$ cat src/rtl/hazard_stall_unit_pkg.sv
// Shared pipeline definitions for the ID-stage hazard/stall unit:
// FSM state encoding, register-specifier width, reg-zero constant and
// the packed control bundle driven back into the pipeline.
package hazard_stall_unit_pkg;

  localparam int REG_ADDR_W = 5;
  localparam logic [REG_ADDR_W-1:0] REG_ZERO = '0;

  typedef enum logic [1:0] {
    ST_RUN     = 2'd0,
    ST_STALL   = 2'd1,
    ST_MEMWAIT = 2'd2
  } state_t;

  // Pipeline control bundle, MSB first.
  typedef struct packed {
    logic pc_write;
    logic if_id_write;
    logic id_ex_bubble;
    logic if_id_flush;
    logic pipe_freeze;
  } ctrl_t;

  localparam ctrl_t CTRL_RUN    = 5'b11000;
  localparam ctrl_t CTRL_STALL  = 5'b00100;
  localparam ctrl_t CTRL_FREEZE = 5'b00001;
  localparam ctrl_t CTRL_RESET  = 5'b00100;

  // A producer only creates a hazard when it writes a real register
  // that the consumer actually reads; $0 is hard-wired and never does.
  function automatic logic reg_match(input logic [REG_ADDR_W-1:0] dst,
                                     input logic [REG_ADDR_W-1:0] src);
    return (dst != REG_ZERO) && (dst == src);
  endfunction

endpackage

$ cat src/rtl/hazard_stall_unit_stall_counter.sv
// Saturating performance counter: counts enabled cycles and sticks at
// all-ones instead of wrapping back to zero.
module hazard_stall_unit_stall_counter #(
  parameter int W = 32
) (
  input  logic         clk,
  input  logic         rst_n,
  input  logic         en,
  output logic [W-1:0] count
);

  // Count enabled cycles, holding once every bit is set.
  always_ff @(posedge clk or negedge rst_n) begin
    // NOTE: state in clocked blocks uses <= so every flop samples the
    // pre-edge values regardless of statement order.
    if (!rst_n) begin
      count <= '0;
    end else if (en && (count != '1)) begin
      count <= count + W'(1);
    end
  end

endmodule

$ cat src/rtl/hazard_stall_unit.sv
// ID-stage hazard/stall unit. Detects load-use, branch-operand and
// data-memory-wait hazards that forwarding cannot cover, freezes PC and
// IF/ID, bubbles ID/EX, flushes IF/ID on a taken branch, and counts
// cycles with PC_Write low. All controls are combinational on the
// current inputs; only state, rem and the counter are registered.
module hazard_stall_unit
  import hazard_stall_unit_pkg::*;
#(
  parameter int CNT_W = 32
) (
  input  logic                  clk,
  input  logic                  rst_n,
  input  logic [REG_ADDR_W-1:0] IF_ID_RegRs,
  input  logic [REG_ADDR_W-1:0] IF_ID_RegRt,
  input  logic                  ID_Branch,
  input  logic                  ID_BranchTaken,
  input  logic [REG_ADDR_W-1:0] ID_EX_RegRt,
  input  logic [REG_ADDR_W-1:0] ID_EX_RegDst,
  input  logic                  ID_EX_MemRead,
  input  logic                  ID_EX_RegWrite,
  input  logic [REG_ADDR_W-1:0] EX_MEM_RegRd,
  input  logic                  EX_MEM_MemRead,
  input  logic                  Mem_Busy,
  output logic                  PC_Write,
  output logic                  IF_ID_Write,
  output logic                  ID_EX_Bubble,
  output logic                  IF_ID_Flush,
  output logic                  Pipe_Freeze,
  output logic [CNT_W-1:0]      Stall_Cycles
);

  logic       lu, br1, brl2, brl1;
  logic [1:0] need;
  state_t     state, state_next, eval_state;
  logic [1:0] rem, rem_next;
  ctrl_t      ctrl_raw, ctrl;

  // Hazard terms against the instruction sitting in ID.
  assign lu   = ID_EX_MemRead & (reg_match(ID_EX_RegRt, IF_ID_RegRs) |
                                 reg_match(ID_EX_RegRt, IF_ID_RegRt));
  assign br1  = ID_Branch & ID_EX_RegWrite & ~ID_EX_MemRead &
                (reg_match(ID_EX_RegDst, IF_ID_RegRs) |
                 reg_match(ID_EX_RegDst, IF_ID_RegRt));
  assign brl2 = ID_Branch & lu;
  assign brl1 = ID_Branch & EX_MEM_MemRead &
                (reg_match(EX_MEM_RegRd, IF_ID_RegRs) |
                 reg_match(EX_MEM_RegRd, IF_ID_RegRt));

  // Number of bubble cycles the instruction in ID needs.
  always_comb begin
    // NOTE: every comb-assigned signal gets a default first so no path
    // leaves it unassigned and infers a latch.
    need = 2'd0;
    if (brl2)                   need = 2'd2;
    else if (lu | br1 | brl1)   need = 2'd1;
  end

  // Effective behaviour this cycle: leaving MEMWAIT acts immediately as
  // the interrupted STALL (rem left) or as a fresh RUN evaluation.
  always_comb begin
    eval_state = state;
    if (state == ST_MEMWAIT) eval_state = (rem != 2'd0) ? ST_STALL : ST_RUN;
  end

  // State and remaining-stall registers.
  always_ff @(posedge clk or negedge rst_n) begin
    if (!rst_n) begin
      state <= ST_RUN;
      rem   <= 2'd0;
    end else begin
      state <= state_next;
      rem   <= rem_next;
    end
  end

  // Next-state logic; a memory wait parks the FSM and preserves rem.
  always_comb begin
    state_next = state;
    rem_next   = rem;
    if (Mem_Busy) begin
      state_next = ST_MEMWAIT;
    end else begin
      case (eval_state)
        ST_STALL: begin
          rem_next   = (rem != 2'd0) ? rem - 2'd1 : 2'd0;
          state_next = (rem <= 2'd1) ? ST_RUN : ST_STALL;
        end
        default: begin
          state_next = ST_RUN;
          if (need != 2'd0) begin
            rem_next = need - 2'd1;
            if (need == 2'd2) state_next = ST_STALL;
          end
        end
      endcase
    end
  end

  // Control outputs: memory wait beats stall, stall beats flush.
  always_comb begin
    ctrl_raw = CTRL_RUN;
    if (Mem_Busy) begin
      ctrl_raw = CTRL_FREEZE;
    end else if ((eval_state == ST_STALL) || (need != 2'd0)) begin
      ctrl_raw = CTRL_STALL;
    end else begin
      ctrl_raw.if_id_flush = ID_Branch & ID_BranchTaken;
    end
  end

  // Reset forces the safe control pattern without waiting for a clock.
  assign ctrl = rst_n ? ctrl_raw : CTRL_RESET;

  assign PC_Write     = ctrl.pc_write;
  assign IF_ID_Write  = ctrl.if_id_write;
  assign ID_EX_Bubble = ctrl.id_ex_bubble;
  assign IF_ID_Flush  = ctrl.if_id_flush;
  assign Pipe_Freeze  = ctrl.pipe_freeze;

  // The counter is held in reset while rst_n is low, so it can take the
  // ungated enable.
  logic stall_en;
  assign stall_en = ~ctrl_raw.pc_write;

  hazard_stall_unit_stall_counter #(.W(CNT_W)) stall_counter (
    .clk   (clk),
    .rst_n (rst_n),
    .en    (stall_en),
    .count (Stall_Cycles)
  );

endmodule

$ cat config.mk
export PLATFORM = sky130hd
export DESIGN_NAME = hazard_stall_unit
export DESIGN_NICKNAME = d
export VERILOG_FILES = /design/src/rtl/hazard_stall_unit_pkg.sv /design/src/rtl/hazard_stall_unit_stall_counter.sv /design/src/rtl/hazard_stall_unit.sv
export SDC_FILE = /design/constraint.sdc
export NUM_CORES = 1
export LEC_CHECK = 0
export BUFFER_PORTS_ARGS = -buffer_cell sky130_fd_sc_hd__buf_4
export CAP_MARGIN = 10
export CORE_MARGIN = 2
export CORE_UTILIZATION = 55
export DETAILED_ROUTE_END_ITERATION = 6
export PLACE_DENSITY = 0.85
export SETUP_SLACK_MARGIN = 0.3
export SLEW_MARGIN = 30
export SYNTH_ARGS = -nofsm -noshare
export SYNTH_HDL_FRONTEND = slang
export SYNTH_SLANG_ARGS = --single-unit
$ cat constraint.sdc
create_clock -name clk -period 6.2 [get_ports clk]
set_input_delay 0.93 -clock clk [delete_from_list [all_inputs] [get_ports clk]]
set_output_delay 0.93 -clock clk [all_outputs]
set_load 0.01 [all_outputs]
# After elaboration in Yosys (flattened, before gate mapping)
# Index checks and enable logic that the tools add are counted.
[classes] n_addsub=3 n_lt_le_gt_ge=1 n_eq_ne=10 muxes=16 n_bitwise=16 reduce_logical=15
[op_table] cell="adder 32 x 1 -> 32 bit (second input constant)" count=1
[op_table] cell="inequality test 32 bit (second input constant)" count=1
[op_table] cell="equality test 5 bit" count=6
[op_table] cell="nonzero test 5 bit" count=3
[op_table] cell="2-to-1 mux 2 bit" count=6
[op_table] cell="2-to-1 mux 5 bit" count=2
[op_table] cell="bitwise AND 1 bit" count=8
[op_table] cell="logical AND 1 bit" count=7
[op_table] cell="2-to-1 mux 1 bit" count=7
[op_table] cell="nonzero test 2 bit" count=3
[op_table] cell="OR 1 bit" count=5
[op_table] cell="equality test 2 bit (second input constant)" count=2
[op_table] cell="subtractor 2 x 1 -> 2 bit (second input constant)" count=2
[op_table] cell="2-to-1 mux 3 bit" count=1
[op_table] cell="inverter 1 bit" count=3
[op_table] cell="equality test 2 x 1 -> 1 bit (second input constant)" count=1
[op_table] cell="less-or-equal comparator 2 x 1 -> 1 bit (second input constant)" count=1
[op_table] cell="AND reduction 2 bit" count=1
[op_table] cell="logical OR 1 bit" count=1
[totals] reg_bits=36 input_bits=33 out_inout_bits=37 elab_cells=64

# Longest topological paths before layout
[depth] word_depth=14 ltp_mapped=10

# Modules after synthesis
# From an unflattened synthesis, not the netlist that was laid out.
[hier_totals] hier_cells=234 hier_area_um2=2314.7
[by_module_without_submodules] mod="hazard_stall_unit_stall_counter" instances=1 cells_each=151 area_each_um2=1624.1 seq_area_each_um2=800.8
[by_module_without_submodules] mod="hazard_stall_unit" instances=1 cells_each=83 area_each_um2=690.7 seq_area_each_um2=100.1

# Least setup slack after synthesis
# Ideal clock, no wire load.
[synth_timing] path_type="input to output" startpoint="input ID_EX_RegRt[0]" endpoint="output IF_ID_Flush" t_arrival_ps=2527 required_ps=5270 setup_slack_ps=2743 cell_stages=6 path_buffers=0 path_cell_list="or4_1 o21ai_0 a21oi_1 nor4b_2 and2_1 and3_1"
[synth_via] elab_chain_len=13 word_cells_on_any_way=17 cone_classes="eq/ne (2); mux (5); bitwise (5); reduce/logical (5)"
[synth_rtl] element="from (decl)" line_no="hazard_stall_unit.sv:17" rtl="input logic [REG_ADDR_W-1:0] ID_EX_RegRt,"
[synth_rtl] element="equality test 5 bit / nonzero test 5 bit (equally long branches)" line_no="hazard_stall_unit_pkg.sv:33" rtl="return (dst != REG_ZERO) && (dst == src);"
[synth_rtl] element="logical AND 1 bit" line_no="hazard_stall_unit_pkg.sv:33"
[synth_rtl] element="OR 1 bit (*)" line_no="hazard_stall_unit.sv:39" rtl="assign lu = ID_EX_MemRead & (reg_match(ID_EX_RegRt, IF_ID_RegRs) |"
[synth_rtl] element="bitwise AND 1 bit (*)" line_no="hazard_stall_unit.sv:39"
[synth_rtl] element="OR 1 bit (2 in a row)" line_no="hazard_stall_unit.sv:55" rtl="else if (lu | br1 | brl1) need = 2'd1;"
[synth_rtl] element="2-to-1 mux 1 bit" line_no="hazard_stall_unit.sv:55"
[synth_rtl] element="2-to-1 mux 2 bit (*)" line_no="hazard_stall_unit.sv:54" rtl="if (brl2) need = 2'd2;"
[synth_rtl] element="nonzero test 2 bit (*)" line_no="hazard_stall_unit.sv:104" rtl="end else if ((eval_state == ST_STALL) || (need != 2'd0)) begin"
[synth_rtl] element="logical OR 1 bit (*)" line_no="hazard_stall_unit.sv:104"
[synth_rtl] element="2-to-1 mux 1 bit (*)" line_no="hazard_stall_unit.sv:104"
[synth_rtl] element="2-to-1 mux 5 bit (*)" line_no="hazard_stall_unit.sv:102" rtl="if (Mem_Busy) begin"
[synth_rtl] element="2-to-1 mux 5 bit (*)" line_no="hazard_stall_unit.sv:112" rtl="assign ctrl = rst_n ? ctrl_raw : CTRL_RESET;"
[synth_rtl] element="to (decl)" line_no="hazard_stall_unit.sv:27" rtl="output logic IF_ID_Flush,"
# Mark *: on every way between the ends. The rest lies on a longest branch, timed or not.

# Worst setup path after layout
[layout_timing] startpoint="input ID_EX_RegDst[1]" endpoint="output IF_ID_Flush"
[layout_via] elab_chain_len=13 word_cells_on_any_way=16 cone_classes="eq/ne (2); mux (5); bitwise (4); reduce/logical (5)"
[layout_rtl] element="from (decl)" line_no="hazard_stall_unit.sv:18" rtl="input logic [REG_ADDR_W-1:0] ID_EX_RegDst,"
[layout_rtl] element="equality test 5 bit / nonzero test 5 bit (equally long branches)" line_no="hazard_stall_unit_pkg.sv:33"
[layout_rtl] element="logical AND 1 bit" line_no="hazard_stall_unit_pkg.sv:33"
[layout_rtl] element="OR 1 bit (*)" line_no="hazard_stall_unit.sv:42" rtl="(reg_match(ID_EX_RegDst, IF_ID_RegRs) |"
[layout_rtl] element="bitwise AND 1 bit (*)" line_no="hazard_stall_unit.sv:41" rtl="assign br1 = ID_Branch & ID_EX_RegWrite & ~ID_EX_MemRead &"
[layout_rtl] element="OR 1 bit (*) (2 in a row)" line_no="hazard_stall_unit.sv:55"
[layout_rtl] element="2-to-1 mux 1 bit (*)" line_no="hazard_stall_unit.sv:55"
[layout_rtl] element="2-to-1 mux 2 bit (*)" line_no="hazard_stall_unit.sv:54"
[layout_rtl] element="nonzero test 2 bit (*)" line_no="hazard_stall_unit.sv:104"
[layout_rtl] element="logical OR 1 bit (*)" line_no="hazard_stall_unit.sv:104"
[layout_rtl] element="2-to-1 mux 1 bit (*)" line_no="hazard_stall_unit.sv:104"
[layout_rtl] element="2-to-1 mux 5 bit (*)" line_no="hazard_stall_unit.sv:102"
[layout_rtl] element="2-to-1 mux 5 bit (*)" line_no="hazard_stall_unit.sv:112"
# Marked as above.

==> impl_results.md <==
* EDFF count, synth at 0
* Seq/Total Area, Yosys at 40.6%
* Critical Path RT at 5.27 ns
* Postcts setup bufs at 0
* Startpoint Class: primary input
* Peak VDD IR at 0.123 mV
* Core area at 3940 um2
* IO Count at 70
* Max cap viols at 0
* Design Power at 0.000732 W
* Least-Margin Pin Slew at 0.661 ns
* Post-Syn Area at 2220 um2
* Worst relative slew slack at 55.8%
* Fin Setup TNS at 0 ns
* Vias in the first global route at 1923
* Crit Path Max Fanout at 32
* Achievable frequency at 256 MHz
* Layout Utilization at 72.4%
* Status: finished, final reports clean
* Layout cell share with drive strength beyond 1 at 27.0%
* Worst-Skew Late Latency at 0.29 ns
* CTS Hold Buffers Added at 0
* Overflow after GRT at 0
* Hold Crit Class: reg -> reg
* Leak at 1.30 nW
* Post-DR wirelength/cell at 14.2 um
* Routability Congestion at 0.814
* Number of I/O port buffers at 69
* Primary FF master, synth: dfrtp_1
* Fin. Hold Viols at 0
* Combinational fraction of design power at 30.7%
* Num CTS Buffers at 5
* TritonCTS clock tree: built
* Die W at 67.5 um
* Clock slew at reported path FFs at 0.07 ns
* Hold Crit Depth at 1
* Fraction of registers with async set or reset after synthesis at 100%
* Starting Density at 56.2%
* RSZ-0062 raised after global routing: no
* DRT iter0 DRCs at 155
* DR DRC count at 0
* # resized after CTS at 0
* Site row count at 23
* Via count at 1978
* Sw Share at 33.5%
* Initial antenna violation count at 0
* Inst Count DP at 349
* Die height at 67.5 um
* Vias/cell at 5.54
* Internal Power at 0.000487 W
* CP Capture Type: output port
* Post-Synthesis Cells at 237
* DP HPWL at 3910 um
* Post-layout nets at 340
* Finished Layout Cells at 357
* H-tree Lvls at 2
* Max-slew violations at 0
* Final setup viols at 0
* Clock network power share at 23.5%
* Pwr Density at 257 nW/um2
* Largest net degree at the start of global routing at 40
* Total die area at 4550 um2
* Final setup skew at 0.00214 ns
* FF-to-FF path depth at 7
* GRT Total Usage at 24.8%
* Global-route wire length before repair at 8550 um
* Clk root buf: clkbuf_8
* #FFs+latches synth at 36
* Syn avg cell area at 9.35 um2
* Sequential power share at 45.8%
* Final worst-path cycle share at 62.9%
* Antenna-violating nets left at 0
* Max Buffers Root-to-Sink at 2
* Worst setup path class: in -> out
* Minimum clock period at 3.90 ns
* DRT Pass-1 Iters at 4
* Clk sink count at 36
* Routed wire length at 5080 um
* Post-synthesis cell type count at 34
* Worst EP arrival at 2.97 ns
* # diodes at 0
* Net count after synthesis at 271
* Synthesis-to-layout area growth at 28.7%
* Ys Warns at 0
* Net switching power at 0.000245 W
metrics by stage:
step	setup WS (ns)	hold slack (ns)	instance area [um2]
after floorplan	2.74	0.486	2220
after global placement	2.36	0.474	2760
after detailed placement	2.30	0.475	2760
after CTS	2.31	0.488	2850
after global routing	2.14	0.499	2850
final	2.30	0.481	2850
cells in the final DEF (no fill, tap or decap), types with 2 or more instances in the layout:
| cell | n |
|---|---|
| nor4b_1 | 3 |
| dfrtp_1 | 36 |
| inv_1 | 4 |
| o21ai_0 | 4 |
| nor3_1 | 19 |
| nor4_1 | 7 |
| or4_1 | 4 |
| and2_1 | 4 |
| buf_4 | 71 |
| nand2_1 | 15 |
| a21oi_1 | 5 |
| xnor2_1 | 13 |
| clkbuf_8 | 6 |
| and3_1 | 7 |
| nor2_1 | 16 |
| nand3_1 | 24 |
| nand4_1 | 4 |
| xor2_1 | 48 |
| clkbuf_1 | 2 |
| o211ai_1 | 2 |
cells in the mapped netlist (2+ instances only):
master / count / area, um2
a21oi_1: 5 / 25.0
clkbuf_1: 3 / 11.3
xnor2_1: 13 / 114
nand3_1: 24 / 120
nor4b_1: 3 / 26.3
nand2_1: 15 / 56.3
dfrtp_1: 36 / 901
nor4_1: 7 / 43.8
o211ai_1: 2 / 15.0
nor3_1: 19 / 95.1
o21ai_0: 4 / 20.0
buf_4: 4 / 30.0
or4_1: 4 / 30.0
and2_1: 4 / 25.0
nand4_1: 4 / 25.0
and3_1: 7 / 43.8
nor2_1: 16 / 60.1
xor2_1: 48 / 420
inv_1: 4 / 15.0
sequential cells by signal, summed over array words and instances, names as in the netlist:
register,flops
stall_counter.count,32
rem,2
state,2
kinds of logic (layout without fill, tap and decap cells):
| family | after synthesis | in the layout | share of synthesized area [%] |
|---|---|---|---|
| and+or+nand+nor | 112 | 112 | 27.5 |
| xor gates and xnor gates | 61 | 61 | 24.1 |
| DFF | 36 | 36 | 40.6 |
| AOI/OAI and AO/OA | 13 | 13 | 3.44 |
| buffers and inverters | 13 | 83 | 3.27 |
| adders and majority gates | 1 | 1 | 0.564 |
| muxes | 1 | 1 | 0.508 |
path summary, 6_finish.rpt:
check	from	to	slack [ns]
setup / recovery	ID_EX_RegDst[1]	IF_ID_Flush	2.30
hold / removal	stall_counter.count[17]	stall_counter.count[17]	0.48
setup reg to reg	stall_counter.count[0]	stall_counter.count[1]	3.43
hold reg to reg	stall_counter.count[17]	stall_counter.count[17]	0.48
max in group asynchronous	rst_n	stall_counter.count[14]	5.28
min in group asynchronous	rst_n	stall_counter.count[0]	0.59
power by group through the flow:
stage	clock [W]	combinational [W]	sequential, W
after detailed placement	0	0.000226	0.000339
final	0.000172	0.000225	0.000335
after global routing	0.000183	0.000251	0.000345
after global placement	0	0.000219	0.000336
after floorplan	0	0.0000956	0.000348
after CTS	0.000174	0.000227	0.000336
metal layers:
| metal | GRT usage, % | vias up | wire [um] |
|---|---|---|---|
| li1 | - | 955 | - |
| met1 | 29.2 | 947 | 2000 |
| met2 | 43.1 | 67 | 2700 |
| met3 | 6.17 | 9 | 291 |
| met4 | 9.69 | 0 | 89 |
| met5 | 0 | - | 0 |
cell type report:
class                      count  area, um2
multi-input combinational    188       1250
tap                           50       62.6
timing repair buffer          71        533
sequential                    36        901
fill                         317       1090
inverter                       4       15.0
clock buffer                   8       90.1
worst max-delay path: stages:
cell	delay (ns)
buf_4	0.12
or4_1	0.51
o21ai_0	0.19
a21oi_1	0.12
nor4b_4	0.26
buf_4	0.34
and2_1	0.22
and3_1	0.16
buf_4	0.11
(Power assumes the default switching activity.)
